## src/rtl/timer_prescaler.sv

```systemverilog
// timer_prescaler: count-enable generator for the main timer counter (power-of-two / linear divide, shadow limit, debug halt).
// Latency: count_en is combinational off the registered counter/limit; halt_ack follows halt_req by one cycle.
// Backpressure: none; halt_req freezes the prescale counter and masks count_en in the same cycle.
module timer_prescaler #(
  parameter int CNT_W = 8
) (
  input  logic             clk,
  input  logic             rst_n,
  input  logic             i_timer_en,
  input  logic             i_div_en,
  input  logic             i_div_mode,
  input  logic [CNT_W-1:0] i_div_val,
  input  logic             i_halt_req,
  output logic             o_count_en,
  output logic             o_halt_ack,
  output logic [CNT_W-1:0] o_div_cnt
);

  typedef enum logic [1:0] {
    ST_IDLE = 2'd0,
    ST_RUN  = 2'd1,
    ST_HALT = 2'd2
  } state_t;

  state_t           r_state;
  state_t           w_state_nxt;
  logic [CNT_W-1:0] r_div_cnt;
  logic [CNT_W-1:0] r_lim_q;
  logic [CNT_W-1:0] w_lim_next;
  logic [CNT_W-1:0] w_pow2_lim;
  logic [32:0]      w_val_ext;
  logic             w_idle_load;
  logic             w_at_lim;
  logic             w_wrap;

  // Widened so the shift amount can be compared against CNT_W even when CNT_W=32.
  assign w_val_ext   = 33'(i_div_val);
  assign w_idle_load = !i_timer_en || !i_div_en;
  assign w_at_lim    = (r_div_cnt == r_lim_q);
  // A wrap is the cycle the counter actually returns to 0 from the limit; a halted
  // cycle sitting on the limit is not a wrap, so the new limit lands with the new period.
  assign w_wrap      = i_timer_en && i_div_en && !i_halt_req && w_at_lim;

  // Power-of-two limit: bit k set when k < div_val, which is (1<<div_val)-1 and saturates to all-ones.
  always_comb begin
    w_pow2_lim = '0;
    for (int k = 0; k < CNT_W; k++) begin
      w_pow2_lim[k] = (33'(k) < w_val_ext);
    end
  end

  // Limit decode selected by divide mode.
  always_comb begin
    w_lim_next = i_div_mode ? i_div_val : w_pow2_lim;
  end

  // Shadow limit: reload only while idle or on a wrap so a period is never cut short or stretched.
  always_ff @(posedge clk or negedge rst_n) begin
    if (!rst_n) begin
      r_lim_q <= '0;
    end else if (w_idle_load || w_wrap) begin
      r_lim_q <= w_lim_next;
    end
  end

  // Prescale counter: clear when disabled, freeze on halt, wrap at the shadow limit.
  always_ff @(posedge clk or negedge rst_n) begin
    if (!rst_n) begin
      r_div_cnt <= '0;
    end else if (w_idle_load) begin
      r_div_cnt <= '0;
    end else if (i_halt_req) begin
      r_div_cnt <= r_div_cnt;
    end else if (w_at_lim) begin
      r_div_cnt <= '0;
    end else begin
      r_div_cnt <= r_div_cnt + 1'b1;
    end
  end

  // State register for the debug-halt handshake.
  always_ff @(posedge clk or negedge rst_n) begin
    if (!rst_n) begin
      r_state <= ST_IDLE;
    end else begin
      r_state <= w_state_nxt;
    end
  end

  // Next-state logic; dropping timer_en returns to IDLE from any state.
  always_comb begin
    w_state_nxt = r_state;
    if (!i_timer_en) begin
      w_state_nxt = ST_IDLE;
    end else begin
      case (r_state)
        ST_IDLE: w_state_nxt = i_halt_req ? ST_HALT : ST_RUN;
        ST_RUN:  if (i_halt_req) w_state_nxt = ST_HALT;
        ST_HALT: if (!i_halt_req) w_state_nxt = ST_RUN;
        default: w_state_nxt = ST_IDLE;
      endcase
    end
  end

  // Outputs; count_en is gated by rst_n because the reset limit of 0 would otherwise strobe during reset.
  always_comb begin
    o_halt_ack = (r_state == ST_HALT);
    o_count_en = rst_n && i_timer_en && !i_halt_req &&
                 (!i_div_en || (r_lim_q == '0) || w_at_lim);
  end

  assign o_div_cnt = r_div_cnt;

endmodule

```

## config.mk

```make
export PLATFORM = sky130hd
export DESIGN_NAME = timer_prescaler
export DESIGN_NICKNAME = d
export VERILOG_FILES = /design/src/rtl/timer_prescaler.sv
export SDC_FILE = /design/constraint.sdc
export NUM_CORES = 1
export LEC_CHECK = 0
export ABC_CLOCK_PERIOD_IN_PS = 1900
export CAP_MARGIN = 20
export CORE_AREA = 3 3 57 59
export DETAILED_ROUTE_END_ITERATION = 7
export DIE_AREA = 0 0 60 62
export PLACE_DENSITY = 0.66
export SLEW_MARGIN = 20
export SYNTH_ARGS = -nofsm -noshare
export SYNTH_HDL_FRONTEND = slang
export SYNTH_SLANG_ARGS = --single-unit
export TNS_END_PERCENT = 50
```

## constraint.sdc

```tcl
create_clock -name clk -period 1.9 [get_ports clk]
set_input_delay 0.285 -clock clk [delete_from_list [all_inputs] [get_ports clk]]
set_output_delay 0.285 -clock clk [all_outputs]
set_load 0.005 [all_outputs]
```

After elaboration in Yosys (flattened, before gate mapping)
Cells that the tools add are included.
{"block": "word_totals", "ff_bits": 18, "word_cells": 43, "output_inout_bits": 10, "inputBits": 14}
{"block": "op_classes", "reduce_logical": 16, "n_addsub": 1, "muxes": 9, "n_eq_ne": 6, "n_lt_le_gt_ge": 8}
{"operator": "$lt 3x8->1 const A", "count": 4}
{"operator": "$mux 8", "count": 4}
{"operator": "$lt 1x8->1 const A", "count": 2}
{"operator": "$lt 2x8->1 const A", "count": 2}
{"operator": "$add 8x1->8 const B", "count": 1}
{"operator": "$eq 8x8->1", "count": 1}
{"operator": "$logic_not 8->1", "count": 1}
{"operator": "$mux 2", "count": 4}
{"operator": "$logic_and 1x1->1", "count": 6}
{"operator": "$ne 3x3->1 const B", "count": 2}
{"operator": "$pmux 2 s3", "count": 1}
{"operator": "$logic_or 1x1->1", "count": 4}
{"operator": "$logic_not 1->1", "count": 3}
{"operator": "$eq 2x1->1 const B", "count": 1}
{"operator": "$eq 2x2->1 const B", "count": 1}
{"operator": "$logic_not 2->1", "count": 1}
{"operator": "$ne 2x1->1 const B", "count": 1}
{"operator": "$reduce_and 2->1", "count": 1}

Depth between registers and ports, before layout
Gate-level depths: netlist of run 1.
{"block": "logic_depth", "ltp_word": 4, "mapped_depth": 6, "ltp_nobuf": 5}

Least setup slack after synthesis of run 1
OpenSTA, ideal clock, no wires.
{"block": "synth_path", "kind": "register to register", "start": "register r_div_cnt[4], in the netlist o_div_cnt[4]", "end": "register r_lim_q[0]", "stages_incl_launch_ff": 6, "setup_ps": 125, "arrival_time_ps": 1594, "period_less_slack_ps": 1719, "slack_ps": 181, "required_ps": 1775, "n_path_buf": 1, "path_cell_list": "dfrtp_1 > buf_2 > xnor2_1 > nand4_1 > o31ai_4 > mux2_2"}
{"block": "synth_between", "elab_chain_len": 3}
{"element": "start: declaration", "line": "27", "rtl": "logic [CNT_W-1:0] r_div_cnt;"}
{"element": "start signal: assignment", "line": "73", "rtl": "r_div_cnt <= r_div_cnt;"}
{"element": "start signal: assignment", "line": "77", "rtl": "r_div_cnt <= r_div_cnt + 1'b1;"}
{"element": "$eq 8x8->1", "line": "39", "rtl": "assign w_at_lim = (r_div_cnt == r_lim_q);"}
{"element": "$logic_and 1x1->1", "line": "42", "rtl": "assign w_wrap = i_timer_en && i_div_en && !i_halt_req && w_at_lim;"}
{"element": "$logic_or 1x1->1", "line": "61", "rtl": "end else if (w_idle_load || w_wrap) begin"}
{"element": "end signal: assignment", "line": "62", "rtl": "r_lim_q <= w_lim_next;"}
{"element": "end: declaration", "line": "28", "rtl": "logic [CNT_W-1:0] r_lim_q;"}
Every way passes these cells.
A chain may end at the register's enable or synchronous reset.

Final worst setup path of run 1
{"block": "layout_path", "start": "register r_lim_q[3]", "end": "output port o_count_en"}
{"block": "layout_between", "elab_chain_len": 4, "elab_cells_between_ends": 5, "cone_classes": "eq/ne: 1; reduce/logical: 4"}
{"element": "$logic_not 8->1", "line": "109", "rtl": "(!i_div_en || (r_lim_q == '0) || w_at_lim);"}
{"element": "$logic_or 1x1->1", "line": "109"}
{"element": "$logic_or 1x1->1 *", "line": "109"}
{"element": "$logic_and 1x1->1 *", "line": "108", "rtl": "o_count_en = rst_n && i_timer_en && !i_halt_req &&"}
{"element": "end: declaration", "line": "14", "rtl": "output logic o_count_en,"}
Mark *: on every way between the ends. The rest lies on a longest branch, timed or not.

==> reports/qor.txt, run 1 <==
Crit path capture type = primary output
Unrepaired setup endpoints after global routing = true
Seq. cell area = 450 µm²
Area of the multi-input gates = 701 µm²
Final Cell Area = 0.00171 mm²
FMAX = 505 MHz
Seq/Total Area, Yosys = 40.4%
Number of global-route vias before repair = 1257
Pwr dens = 495 mW/mm²
Period Utilization, post-route = 104%
Die ar. = 0.00372 mm²
Most common cell after layout, fill and taps aside = buf_4
Largest net degree at the start of global routing = 19
Hold Buf Count CTS = 0
Area grow syn2layout = 53.0%
Syn Inst Count = 122
WL met1 = 1300 µm
Die span in y = 62 µm
CTS Buf Count = 3
Clk slew on worst S/H paths = 0.11 ns
Drt total wl = 3200 µm
WL met2 = 1610 µm
Req. time, crit path = 1.62 ns
Share of cells above drive strength 1 = 30.1%
Final min period = 1.98 ns
Pre-Repair DR Iteration Count = 4
Post-detail-place hpwl = 2430 µm
Dpl cell area = 0.00158 mm²
Main synth FF type = dfrtp_1
CTS root buffer = clkbuf_4
Input/output buffers = 23
Top sig layer = met4
DRT iter0 DRCs = 58
Fin. Hold Viols = 0
Post-route ant nets = 0
Least-Margin Pin Slew = 0.352 ns
H-tree depth = 1
Worst Setup Start Kind = register
# diodes = 0
I/O pins = 24
Tot Pwr = 0.846 mW
Ys async rst share = 100%
Outcome = complete, but fails checks
Failing checks = negative setup slack
Most frequent cells in the layout = buf_4 (23), clkdlybuf4s50_1 (22), dfrtp_1 (18), nand2_1 (16), a21oi_1 (10)
Initial Util = 40.5%
Skew-Pair Late Insertion Delay = 0.30 ns
CTS tree = done
Max-cap violations = 0
Setup tns final = -0.264 ns
Global-route wire length before repair = 5490 µm
LEAKAGE = 0.726 nW
Max Slew Vio Count = 0
Clk buf depth = 2
Routed wl met3 = 208 µm
Routability cong. = 0.825
Post-synthesis cell area = 0.00112 mm²
Flops & latches, synth = 18
Rows = 19
WP data arrival = 1.69 ns
Crit Path Class = register to primary output
Via density per instance = 5.55
All-Layer GR Usage = 20.0%
Drt wl/cell = 15.7 µm
Via count = 1132
Syn nets = 137
Core area = 0.00276 mm²
Remaining DRCs = 0
Post-route clock skew = 0.00412 ns
Count of final setup violators = 8
Clock sinks = 18
Die Width = 60 µm
Post-synth cell types = 33
Filler Cells Inserted = 232
Hold/Removal Path Class = input pin to async pin
# nets final = 189
Final setup margin = -0.0799 ns
Rel. slew slack = 76.0%
Synth Area per Inst = 9.15 µm²
GRT Residual Overflow = 0
Synth warn = 0
Worst-path fanout max = 2
Post-synth EDFFs = 0
Maximum vdd ir drop = 0.000555 V
Initial antenna violation count = 0
[per-stage QoR]
stage	cells	worst slack [ns]	utilization, %	hold slack, ns
6_report	204	-0.0799	61.9	0.365
5_1_grt	204	-0.179	61.9	0.380
4_1_cts	204	-0.134	60.2	0.368
3_5_place_dp	198	-0.177	57.3	0.450
3_3_place_gp	198	-0.142	57.3	0.441
2_1_floorplan	122	0.181	-	-0.0106
[sequential cells by signal, indices dropped and copies added, names as in the netlist]
signal     cells
o_div_cnt      8
r_lim_q        8
r_state        2
[area by class of cell]
cell class,count,area share [%]
Multi-Input combinational cell,97,41.0
Inverter,2,0.440
Clock buffer,4,2.12
Timing Repair Buffer,52,27.8
Tap cell,31,2.27
Sequential cell,18,26.4
[cells in the mapped netlist (2+ instances only)]
| cell type | n | share of area, % |
|---|---|---|
| nor3_1 | 4 | 1.8 |
| or4_1 | 2 | 1.3 |
| nand3_1 | 4 | 1.8 |
| dfrtp_1 | 18 | 40 |
| o21bai_1 | 2 | 1.3 |
| a21oi_1 | 10 | 4.5 |
| nor2b_1 | 3 | 1.7 |
| nor2_1 | 5 | 1.7 |
| a31oi_1 | 3 | 1.7 |
| and4_1 | 3 | 2.4 |
| xnor2_1 | 8 | 6.3 |
| o22ai_1 | 5 | 2.8 |
| inv_1 | 2 | 0.67 |
| mux2_2 | 7 | 7.1 |
| nand2_1 | 16 | 5.4 |
| and2_1 | 3 | 1.7 |
| nand4_1 | 2 | 1.1 |
| o21ai_0 | 6 | 2.7 |
| a2bb2oi_1 | 2 | 1.6 |
| clkbuf_1 | 4 | 1.3 |
[final timing paths]
| path | start | cells past startpoint | to | slack, ns |
|---|---|---|---|---|
| worst max register to register | r_lim_q[3]$_DFFE_PN0P_ | 7 | r_lim_q[4]$_DFFE_PN0P_ | -0.03 |
| min in group clk | r_state[1]$_DFFE_PN0P_ | 1 | r_state[1]$_DFFE_PN0P_ | 0.46 |
| max in group asynchronous | rst_n | 2 | r_lim_q[6]$_DFFE_PN0P_ | 1.34 |
| worst max-delay path | r_lim_q[3]$_DFFE_PN0P_ | 4 | o_count_en | -0.08 |
| worst min-delay path | rst_n | 2 | o_div_cnt[4]$_DFFE_PN0P_ | 0.36 |
| worst min register to register | r_state[1]$_DFFE_PN0P_ | 1 | r_state[1]$_DFFE_PN0P_ | 0.46 |
[repair_timing]
action                                  in CTS  in global routing
buffers inserted                             4                  0
hold endpoints to repair                     0                  0
pin swaps                                    7                  7
endpoints found under the setup margin       9                  9
gates resized for setup                     11                 10
[power breakdown]
part | internal [mW] | switching [mW]
combinational | 0.112 | 0.0795
clock | 0.117 | 0.124
sequential | 0.401 | 0.0126
[layer usage]
layer  up-vias  track usage (%)
li1        556                -
met1       526             24.4
met4         0             7.91
met5         -                0
met3        10             5.79
met2        40             33.5
[critical path, stage by stage, from the launching register on]
cell      delay [ns]
dfrtp_1         0.41
or4_4           0.55
o21ai_2         0.13
o2111a_1        0.20
buf_2           0.12
[kinds of logic after synthesis]
logic type | after synthesis | share of synthesized area [%]
adders and majority gates | 1 | 1.12
and+or+nand+nor | 46 | 21.2
xor gates and xnor gates | 8 | 6.28
buffers and inverters | 7 | 2.47
AOI/OAI and AO/OA | 34 | 20.5
DFF | 18 | 40.4
muxes | 8 | 8.07
Power figures use the tool's default switching activity.
==> inputs of run 2 (changes only) <==
--- a/config.mk
+++ b/config.mk
@@ -7,10 +7,12 @@
 export LEC_CHECK = 0
 export ABC_CLOCK_PERIOD_IN_PS = 1900
 export CAP_MARGIN = 20
-export CORE_AREA = 3 3 57 59
+export CELL_PAD_IN_SITES_DETAIL_PLACEMENT = 1
+export CELL_PAD_IN_SITES_GLOBAL_PLACEMENT = 1
+export CORE_AREA = 3 3 59 61
 export DETAILED_ROUTE_END_ITERATION = 7
-export DIE_AREA = 0 0 60 62
-export PLACE_DENSITY = 0.66
+export DIE_AREA = 0 0 62 64
+export PLACE_DENSITY = 0.78
 export SLEW_MARGIN = 20
 export SYNTH_ARGS = -nofsm -noshare
 export SYNTH_HDL_FRONTEND = slang
==> run 2 against run 1 <==
Non-clock buffer count rose by 1. Wire length rose by 24%. Global-route usage rose by 0.68 points. Sequential power barely moved. Count of clock-buffer cells in the layout did not move. Register-to-register slack got worse by 0.07 ns. Sequential cell count did not move. First-iteration DRC count fell by 10%. Cell area rose by 1.6%. Total power rose by 1.5%. Critical path depth rose by 3. The run still ends with negative setup slack left.
==> reports/qor.txt, run 2 (same netlist as run 1, synthesis figures left out) <==
Worst Setup Start Kind = register
Outcome = complete, but fails checks
Int Pwr = 0.631 mW
FMAX = 499 MHz
CTS Buf Count = 3
Number of global-route vias before repair = 1270
Pre-Repair DR Iteration Count = 4
Final min period = 2.00 ns
CTS root buffer = clkbuf_4
Final Cell Area = 0.00174 mm²
I/O pins = 24
Period Utilization, post-route = 105%
All-Layer GR Usage = 20.7%
Filler Cells Inserted = 349
Area of the multi-input gates = 708 µm²
Proportion of power drawn by combinational gates = 23.3%
Global-route wire length before repair = 6010 µm
Net Sw Power = 0.227 mW
Die Width = 62 µm
Initial antenna violation count = 0
Via count = 1195
Die span in y = 64 µm
Crit path capture type = register
Highest-delay cell along the critical path = dfrtp_1
Initial Util = 36.9%
CTS tree = done
Pwr dens = 495 mW/mm²
Rel. slew slack = 75.7%
Max-cap violations = 0
Remaining DRCs = 0
Input/output buffers = 23
Routability cong. = 0.802
LEAKAGE = 0.744 nW
Hold/Removal Path Class = input pin to async pin
Worst-path fanout max = 8
Post-route ant nets = 0
Post-detail-place hpwl = 2730 µm
Skew-Pair Late Insertion Delay = 0.30 ns
Fin. Hold Viols = 0
Clk slew on worst S/H paths = 0.10 ns
Core area = 0.00303 mm²
# nets final = 190
Via density per instance = 5.48
Sw Share = 26.5%
Least-Margin Pin Slew = 0.355 ns
Seq. cell area = 450 µm²
Req. time, crit path = 2.09 ns
Number of buffers and inverters on the critical path = 3
H-tree depth = 1
Max Slew Vio Count = 0
Crit Path Class = register to register
Area grow syn2layout = 55.5%
Top delay family on crit path = buffers and inverters
Most frequent cells in the layout = buf_4 (25), clkdlybuf4s50_1 (22), dfrtp_1 (18), nand2_1 (16), a21oi_1 (10)
Most common cell after layout, fill and taps aside = buf_4
Unrepaired setup endpoints after global routing = true
WP data arrival = 2.20 ns
Hold Buf Count CTS = 0
Largest net degree at the start of global routing = 19
Post-route clock skew = 0.00196 ns
Clock sinks = 18
Clock share of power = 28.3%
Drt total wl = 3970 µm
Sequential Power Share = 48.4%
R2r setup slk = -0.10 ns
GRT Residual Overflow = 0
Cell chain of the critical path = buf_4 -> xnor2_2 -> nand4_1 -> buf_6 -> o31ai_4 -> buf_12 -> mux2_2
Rows = 20
Tot Pwr = 0.858 mW
Maximum vdd ir drop = 0.000299 V
Drt wl/cell = 18.2 µm
Failing checks = negative setup slack
Max incr delay on CP = 0.41 ns
DRT iter0 DRCs = 52
Dpl cell area = 0.00160 mm²
# diodes = 0
Final setup margin = -0.104 ns
Share of cells above drive strength 1 = 29.9%
Die ar. = 0.00397 mm²
Count of final setup violators = 9
Clk buf depth = 2
[run 2: cell types whose count changed in the layout (fill, tap and decap cells not counted), sizes merged]
cell / delta
buf: +1
[run 2: routing by layer]
layer / GRT usage, % / vias to the layer above / share of wire [%]
met5: 0 / - / 0
met4: 7.16 / 0 / 2.2
met3: 5.05 / 9 / 2.4
met2: 35.9 / 24 / 53
met1: 23.8 / 605 / 42
li1: - / 557 / -
[run 2: cell type report]
type | count | area share [%]
clock buffer | 4 | 2.09
tap | 44 | 3.17
multi-input combinational | 97 | 40.8
timing repair buffer | 53 | 27.5
sequential | 18 | 26.0
inverter | 2 | 0.433
[run 2: repair_timing]
item	4_1_cts	5_1_grt
setup endpoints to repair	9	9
resized for setup	12	9
pin swaps	6	8
setup buffers	2	0
[run 2: final timing paths]
| check | endpoint | startpoint | cells past startpoint |
|---|---|---|---|
| setup reg to reg | r_lim_q[0]$_DFFE_PN0P_ | r_lim_q[6]$_DFFE_PN0P_ | 7 |
| max in group asynchronous | r_lim_q[3]$_DFFE_PN0P_ | rst_n | 2 |
| hold reg to reg | r_state[1]$_DFFE_PN0P_ | r_state[0]$_DFFE_PN0P_ | 1 |
| min in group clk | r_state[1]$_DFFE_PN0P_ | r_state[0]$_DFFE_PN0P_ | 1 |
| hold / removal | r_lim_q[6]$_DFFE_PN0P_ | rst_n | 2 |
| setup / recovery | r_lim_q[0]$_DFFE_PN0P_ | r_lim_q[6]$_DFFE_PN0P_ | 7 |
[run 2: power by group through the flow]
stage,clock network [mW],logic (mW),registers (mW)
after floorplan,0,0.0636,0.421
after global placement,0,0.167,0.419
after detailed placement,0,0.175,0.421
after CTS,0.247,0.184,0.414
after global routing,0.268,0.216,0.417
final,0.243,0.200,0.416
[run 2: metrics by stage]
step | TNS, ns | util [%] | hold WS (ns) | setup WS (ns) | std cells
3_5_place_dp | -0.704 | 53.0 | 0.471 | -0.127 | 212
4_1_cts | -0.0824 | 55.6 | 0.346 | -0.0824 | 218
6_report | -0.713 | 57.3 | 0.350 | -0.104 | 218
3_3_place_gp | -0.373 | 53.0 | 0.443 | -0.110 | 212
2_1_floorplan | 0 | - | -0.0106 | 0.181 | 122
5_1_grt | -1.23 | 57.3 | 0.362 | -0.154 | 218
[run 2: worst register-to-register path: cells and delay by family (launching register included)]
kind            cells  cell delay, ns
buf+inv             3            0.52
xor+xnor            1            0.13
mux                 1            0.34
flops               1            0.41
compound gates      1            0.31
simple gates        1            0.20
